[src/rtl/instr_encoder.sv]
// instr_encoder: RV32I field packer with a registered output stage, one-entry skid buffer and word-address counter.
// Optional immediate range/alignment checking is enabled with `define INSTR_ENCODER_RANGE_CHECK_EN.
module instr_encoder #(
   parameter int WIDTH  = 32,
   parameter int ADDR_W = 10
) (
   input  logic              clk,
   input  logic              rst,
   input  logic              in_valid,
   output logic              in_ready,
   input  logic [2:0]        in_fmt,
   input  logic [6:0]        in_opcode,
   input  logic [4:0]        in_rd,
   input  logic [4:0]        in_rs1,
   input  logic [4:0]        in_rs2,
   input  logic [2:0]        in_funct3,
   input  logic [6:0]        in_funct7,
   input  logic [WIDTH-1:0]  in_imm,
   output logic              out_valid,
   input  logic              out_ready,
   output logic [WIDTH-1:0]  out_instr,
   output logic              out_err,
   output logic [ADDR_W-1:0] out_addr,
   output logic [7:0]        err_count
);
   localparam logic [2:0] F_I = 3'b000, F_S = 3'b001, F_SB = 3'b010, F_U = 3'b011;
   localparam logic [2:0] F_UJ = 3'b100, F_SH = 3'b101, F_BAD = 3'b110, F_R = 3'b111;

   logic [WIDTH-1:0]  enc, out_instr_q, out_instr_d, skid_instr_q, skid_instr_d;
   logic              enc_err, rng_err, out_v_q, out_v_d, out_err_q, out_err_d;
   logic              skid_v_q, skid_v_d, skid_err_q, skid_err_d, acc, xfer, load;
   logic [ADDR_W-1:0] addr_q, addr_d;
   logic [7:0]        errc_q, errc_d;

   always_comb begin
      enc = '0;
      case (in_fmt)
         F_I:     enc = {in_imm[11:0], in_rs1, in_funct3, in_rd, in_opcode};
         F_S:     enc = {in_imm[11:5], in_rs2, in_rs1, in_funct3, in_imm[4:0], in_opcode};
         F_SB:    enc = {in_imm[12], in_imm[10:5], in_rs2, in_rs1, in_funct3, in_imm[4:1], in_imm[11], in_opcode};
         F_U:     enc = {in_imm[31:12], in_rd, in_opcode};
         F_UJ:    enc = {in_imm[20], in_imm[10:1], in_imm[11], in_imm[19:12], in_rd, in_opcode};
         F_SH:    enc = {in_funct7, in_imm[4:0], in_rs1, in_funct3, in_rd, in_opcode};
         F_R:     enc = {in_funct7, in_rs2, in_rs1, in_funct3, in_rd, in_opcode};
         default: enc = '0;
      endcase
   end

`ifdef INSTR_ENCODER_RANGE_CHECK_EN
   logic signed [WIDTH-1:0] simm;
   assign simm = $signed(in_imm);
   always_comb begin
      rng_err = 1'b0;
      case (in_fmt)
         F_I, F_S: rng_err = simm < -2048 || simm > 2047;
         F_SB:     rng_err = simm < -4096 || simm > 4094 || in_imm[0];
         F_UJ:     rng_err = simm < -(1 << 20) || simm > (1 << 20) - 2 || in_imm[0];
         F_U:      rng_err = in_imm[11:0] != '0;
         F_SH:     rng_err = in_imm[WIDTH-1:5] != '0;
         default:  rng_err = 1'b0;
      endcase
   end
`else
   assign rng_err = 1'b0;
`endif

   assign enc_err = (in_fmt == F_BAD) || rng_err;

   // rst gates in_ready so nothing is accepted while reset is held
   assign in_ready = !rst && !skid_v_q;
   assign acc      = in_valid && in_ready;
   assign xfer     = out_v_q && out_ready;
   assign load     = !out_v_q || out_ready;

   always_comb begin
      out_v_d      = load ? (skid_v_q || acc) : out_v_q;
      out_instr_d  = !load ? out_instr_q : skid_v_q ? skid_instr_q : acc ? enc : out_instr_q;
      out_err_d    = !load ? out_err_q : skid_v_q ? skid_err_q : acc ? enc_err : out_err_q;
      skid_v_d     = load ? 1'b0 : (skid_v_q || acc);
      skid_instr_d = (!load && acc) ? enc : skid_instr_q;
      skid_err_d   = (!load && acc) ? enc_err : skid_err_q;
      addr_d       = xfer ? addr_q + 1'b1 : addr_q;
      errc_d       = (xfer && out_err_q && errc_q != 8'hFF) ? errc_q + 8'd1 : errc_q;
   end

   always_ff @(posedge clk or posedge rst) begin
      if (rst) begin
         out_v_q      <= 1'b0;
         out_instr_q  <= '0;
         out_err_q    <= 1'b0;
         skid_v_q     <= 1'b0;
         skid_instr_q <= '0;
         skid_err_q   <= 1'b0;
         addr_q       <= '0;
         errc_q       <= '0;
      end else begin
         out_v_q      <= out_v_d;
         out_instr_q  <= out_instr_d;
         out_err_q    <= out_err_d;
         skid_v_q     <= skid_v_d;
         skid_instr_q <= skid_instr_d;
         skid_err_q   <= skid_err_d;
         addr_q       <= addr_d;
         errc_q       <= errc_d;
      end
   end

   assign out_valid = out_v_q;
   assign out_instr = out_instr_q;
   assign out_err   = out_err_q;
   assign out_addr  = addr_q;
   assign err_count = errc_q;
endmodule

[config.mk]
export PLATFORM = sky130hd
export DESIGN_NAME = instr_encoder
export DESIGN_NICKNAME = d
export VERILOG_FILES = /design/src/rtl/instr_encoder.sv
export SDC_FILE = /design/constraint.sdc
export NUM_CORES = 1
export LEC_CHECK = 0
export CAP_MARGIN = 20
export CORE_UTILIZATION = 42
export DETAILED_ROUTE_END_ITERATION = 8
export PLACE_DENSITY = 0.82
export SLEW_MARGIN = 40
export SYNTH_ARGS = -nofsm -noshare
export SYNTH_HDL_FRONTEND = slang
export SYNTH_SLANG_ARGS = --single-unit
[constraint.sdc]
create_clock -name clk -period 3.6 [get_ports clk]
set_input_delay 0.72 -clock clk [delete_from_list [all_inputs] [get_ports clk]]
set_output_delay 0.72 -clock clk [all_outputs]
set_load 0.1 [all_outputs]
# After elaboration in Yosys (flattened, before gate mapping)
# Index checks and enable logic that the tools add are counted.
[word_totals]
inputBits = 71
regBits = 86
wordCells = 39
out_inout_bits = 53
[op_classes]
muxes = 6
n_addsub = 2
reduce_logical = 15
eq_ne = 8
[ops]
columns = ["operator", "n"]
rows = [
  ["case mux 32 bit (7 select lines)", 1],
  ["2-to-1 mux 32 bit", 2],
  ["equality test 3 bit (second input constant)", 4],
  ["adder 10 x 1 -> 10 bit (second input constant)", 1],
  ["adder 8 x 1 -> 8 bit (second input constant)", 1],
  ["!= test 8 bit (second input constant)", 1],
  ["equality test 3 x 2 -> 1 bit (second input constant)", 2],
  ["logical AND 1 bit", 6],
  ["zero test 1 bit", 4],
  ["equality test 3 x 1 -> 1 bit (second input constant)", 1],
  ["zero test 3 bit", 1],
  ["2-to-1 mux 1 bit", 3],
  ["logical OR 1 bit", 2],
  ["AND reduction 2 bit", 1],
  ["nonzero test 2 bit", 1],
]

# Depth between registers and ports, before layout
[depth]
ltp_word = 5
mapped_depth = 6
ltp_nobuf = 5

# Least setup slack after synthesis
# Ideal clock, no wire load.
[synth_timing]
path_type = "in2out"
start = "input port rst"
end = "output port in_ready"
slack_ns = 0.879
t_arrival_ns = 2.001
required_ns = 2.880
path_stages = 1
n_path_buf = 0
cell_sequence = "nor2_1"
[synth_via]
elab_chain_cells = 2
[synth_rtl]
columns = ["element", "line", "source"]
rows = [
  ["start, declared", "8", "input logic rst,"],
  ["zero test 1 bit (no source line)", "--", ""],
  ["logical AND 1 bit", "70", "assign in_ready = !rst && !skid_v_q;"],
  ["end, declared", "10", "output logic in_ready,"],
]
# Every way passes these cells.

# Final worst setup path
[layout_timing]
start = "input port in_valid"
end = "register out_instr_q[22], in the netlist out_instr[22]"
[layout_via]
elab_chain_cells = 3
[layout_rtl]
columns = ["element", "line", "source"]
rows = [
  ["start, declared", "9", "input logic in_valid,"],
  ["logical AND 1 bit", "71", "assign acc = in_valid && in_ready;"],
  ["nonzero test 2 bit (no source line)", "--", ""],
  ["AND reduction 2 bit (no source line)", "--", ""],
  ["end signal, assigned", "98", "out_instr_q <= out_instr_d;"],
  ["end, declared", "29", "logic [WIDTH-1:0] enc, out_instr_q, out_instr_d, skid_instr_q, skid_instr_d;"],
]
# Every way passes these cells.
# A chain may end at the register's enable or synchronous reset.

==> key figures <==
Die
  – Initial Util: 43.7%
  – Chip Height: 106 um
  – Rows: 37
  – Ports: 124
  – Total die area: 11300 um^2
  – Die Width: 106 um
  – Core Area: 10400 um^2

Setup path
  – Startpoint Class: primary input
  – Max FO, Critical Path: 23
  – Crit path kind: primary input to register
  – Worst EP required: 3840 ps
  – Worst path arrival time: 3030 ps
  – Worst Setup End Kind: register

Power and ir drop
  – Maximum VDD drop: 0.000741 V
  – PwrDens: 647 nW/um^2
  – Leak: 2.64 nW

Synthesis
  – Top post-synthesis cells by area: dfrtp_1, o21ai_0, nand2_1, and3_1, a21oi_1
  – Top cell type's share of synthesized area: 47.2%
  – Ys Warns: 0
  – FF+latch count, synth: 86
  – Async SR Flop Fraction: 100%
  – Post-Synthesis Cells: 488
  – Main synth FF type: dfrtp_1
  – Post-synth EDFFs: 0
  – Synth cell types: 49
  – Synth cell count leaders: dfrtp_1, nand2_1, o21ai_0
  – Most frequent cell after synthesis: dfrtp_1
  – Area leader, netlist: dfrtp_1
  – Synthesized net count: 561
  – Part of the Yosys area used for sequential elements: 47.2%
  – Syn Std Cell Area: 4560 um^2
  – Avg Inst Size Synth: 9.34 um^2

CTS
  – H-Tree Depth: 3
  – Clock Path Buffers: 2
  – Clk sinks: 86
  – TritonCTS clock tree: built
  – Setup bufs post-CTS: 0
  – CTS Hold Bufs: 0
  – Clock Pin Slew Worst Setup and Hold Paths: 80 ps
  – CTS Buf Count: 9
  – Post-cts sizing count: 0
  – Clk_lat worst skew: 340 ps
  – Clock root buffer master: clkbuf_8

Placed design
  – GPL Wtd Cong: 0.880
  – DP Wirelength: 8360 um
  – PortBufs: 123
  – Placement Setup Slack: 523 ps

Cells and area
  – Layout net count: 666
  – Synth-to-layout area growth: 27.1%
  – Number of diodes: 0
  – Final Core Density: 55.6%
  – Fraction of layout cells with a size suffix above 1: 15.2%
  – # fillers: 927

Timing
  – Worst setup margin: 808 ps
  – Tmin final: 2790 ps
  – Fmax: 358 MHz
  – Tightest Pin Transition: 789 ps
  – Final hold viol count: 0
  – Slew HR: 47.3%
  – Total negative slack: 0 ps
  – Fin crit share: 77.5%
  – Max-slew violation count: 0
  – Clock skew: 10.8 ps
  – Final setup viols: 0
  – RSZ-0062 raised after global routing: no

Detailed routing
  – Final wirelength: 11700 um
  – Via density: 5.56
  – Initial DRC count: 293
  – Mean routed wirelength per cell: 15.9 um
  – WL met3: 675 um
  – DR WL met2: 5460 um
  – Routed met1 length: 5390 um
  – DRC Markers: 0
  – Via count: 4082
  – Routed Antenna Nets: 0
  – Detailed Routing Iterations Pass 1: 5
  – Top Layer Used: met4

GRT
  – First-pass GRT wire length: 19000 um
  – Grt total ovfl: 0
  – Vias in the first global route: 3860
  – Largest net degree at the start of global routing: 53
  – Antenna violations before repair: 0
  – GRT Total Usage: 21.1%

Hold path
  – Hold crit path type: register to register

Run
  – Max-cap violation count: 0

Outcome
  – Status: completed
-- worst max-delay path: stages --
cell	delay, ps
clkdlybuf4s50_1	480
nor2b_2	310
o21a_1	520
nand2_1	640
o21ai_0	360
-- flip-flops by register name (all words and copies together), names as in the netlist --
name and cells:
err_count 8, out_addr 10, out_err 1, out_instr 32, out_valid 1, skid_err_q 1, skid_instr_q 32, skid_v_q 1
-- power breakdown --
group	leakage [nW]	switching (mW)	internal, mW	total [mW]
Sequential	1.08	0.172	1.20	1.37
Clock	0.0818	0.336	0.321	0.657
Combinational	1.47	1.36	0.360	1.72
-- area by class of cell --
cell class	count	area, um^2	area share [%]
clock buffer	11	131	2.27
clock inverter	5	60.1	1.04
inverter	6	23.8	0.410
multi-input combinational	357	2190	37.8
sequential	86	2150	37.2
tap	136	170	2.94
timing repair buffer	133	1070	18.4
-- logic make-up (layout without fill, tap and decap cells) --
group	Yosys count	after routing	share of synthesized area, %
simple gates	163	163	18.3
compound gates	162	162	22.7
flops	86	86	47.2
buf+inv	45	155	4.86
mux	16	16	3.71
xor+xnor	14	14	2.69
fa+ha+maj	2	2	0.549
-- layer usage --
metal / track usage [%] / vias to the layer above
met5: 0 / -
met4: 7.14 / 0
met3: 2.51 / 13
met2: 33.3 / 157
met1: 29.8 / 1933
li1: - / 1979
-- metrics by stage --
stage | cell area [um^2] | instances | power (mW) | hold slack, ps
final | 5790 | 734 | 3.75 | 468
after global routing | 5790 | 734 | 3.91 | 504
after CTS | 5790 | 734 | 3.77 | 475
after detailed placement | 5600 | 718 | 3.11 | 462
after global placement | 5840 | 718 | 3.19 | 453
after floorplan | 4560 | 488 | 2.73 | 442
-- final timing paths --
check | to | start | slack (ps) | cells after the start
setup / recovery | out_instr[22] | in_valid | 810 | 5
hold / removal | out_addr[9] | out_addr[9] | 470 | 1
setup reg to reg | out_instr[22] | skid_v_q | 1360 | 3
hold reg to reg | out_addr[9] | out_addr[9] | 470 | 1
max in group asynchronous | skid_instr_q[28] | rst | 2040 | 3
min in group asynchronous | skid_instr_q[0] | rst | 860 | 2
-- cells in the final DEF, fill, tap and decap left out, types with 7 or more instances in the layout --
master and n:
and3_1 25, a221oi_1 11, dfrtp_1 86, buf_4 14
a21oi_1 31, a31oi_1 7, nand2_1 67, nor2_1 18
buf_2 48, mux2i_1 9, a22o_1 16, o21ai_1 10
nor3b_1 14, nand3_1 11, o21ai_0 58, clkdlybuf4s50_1 70
clkbuf_8 9, xnor2_1 10, nor2b_1 9
(Power assumes the default switching activity.)
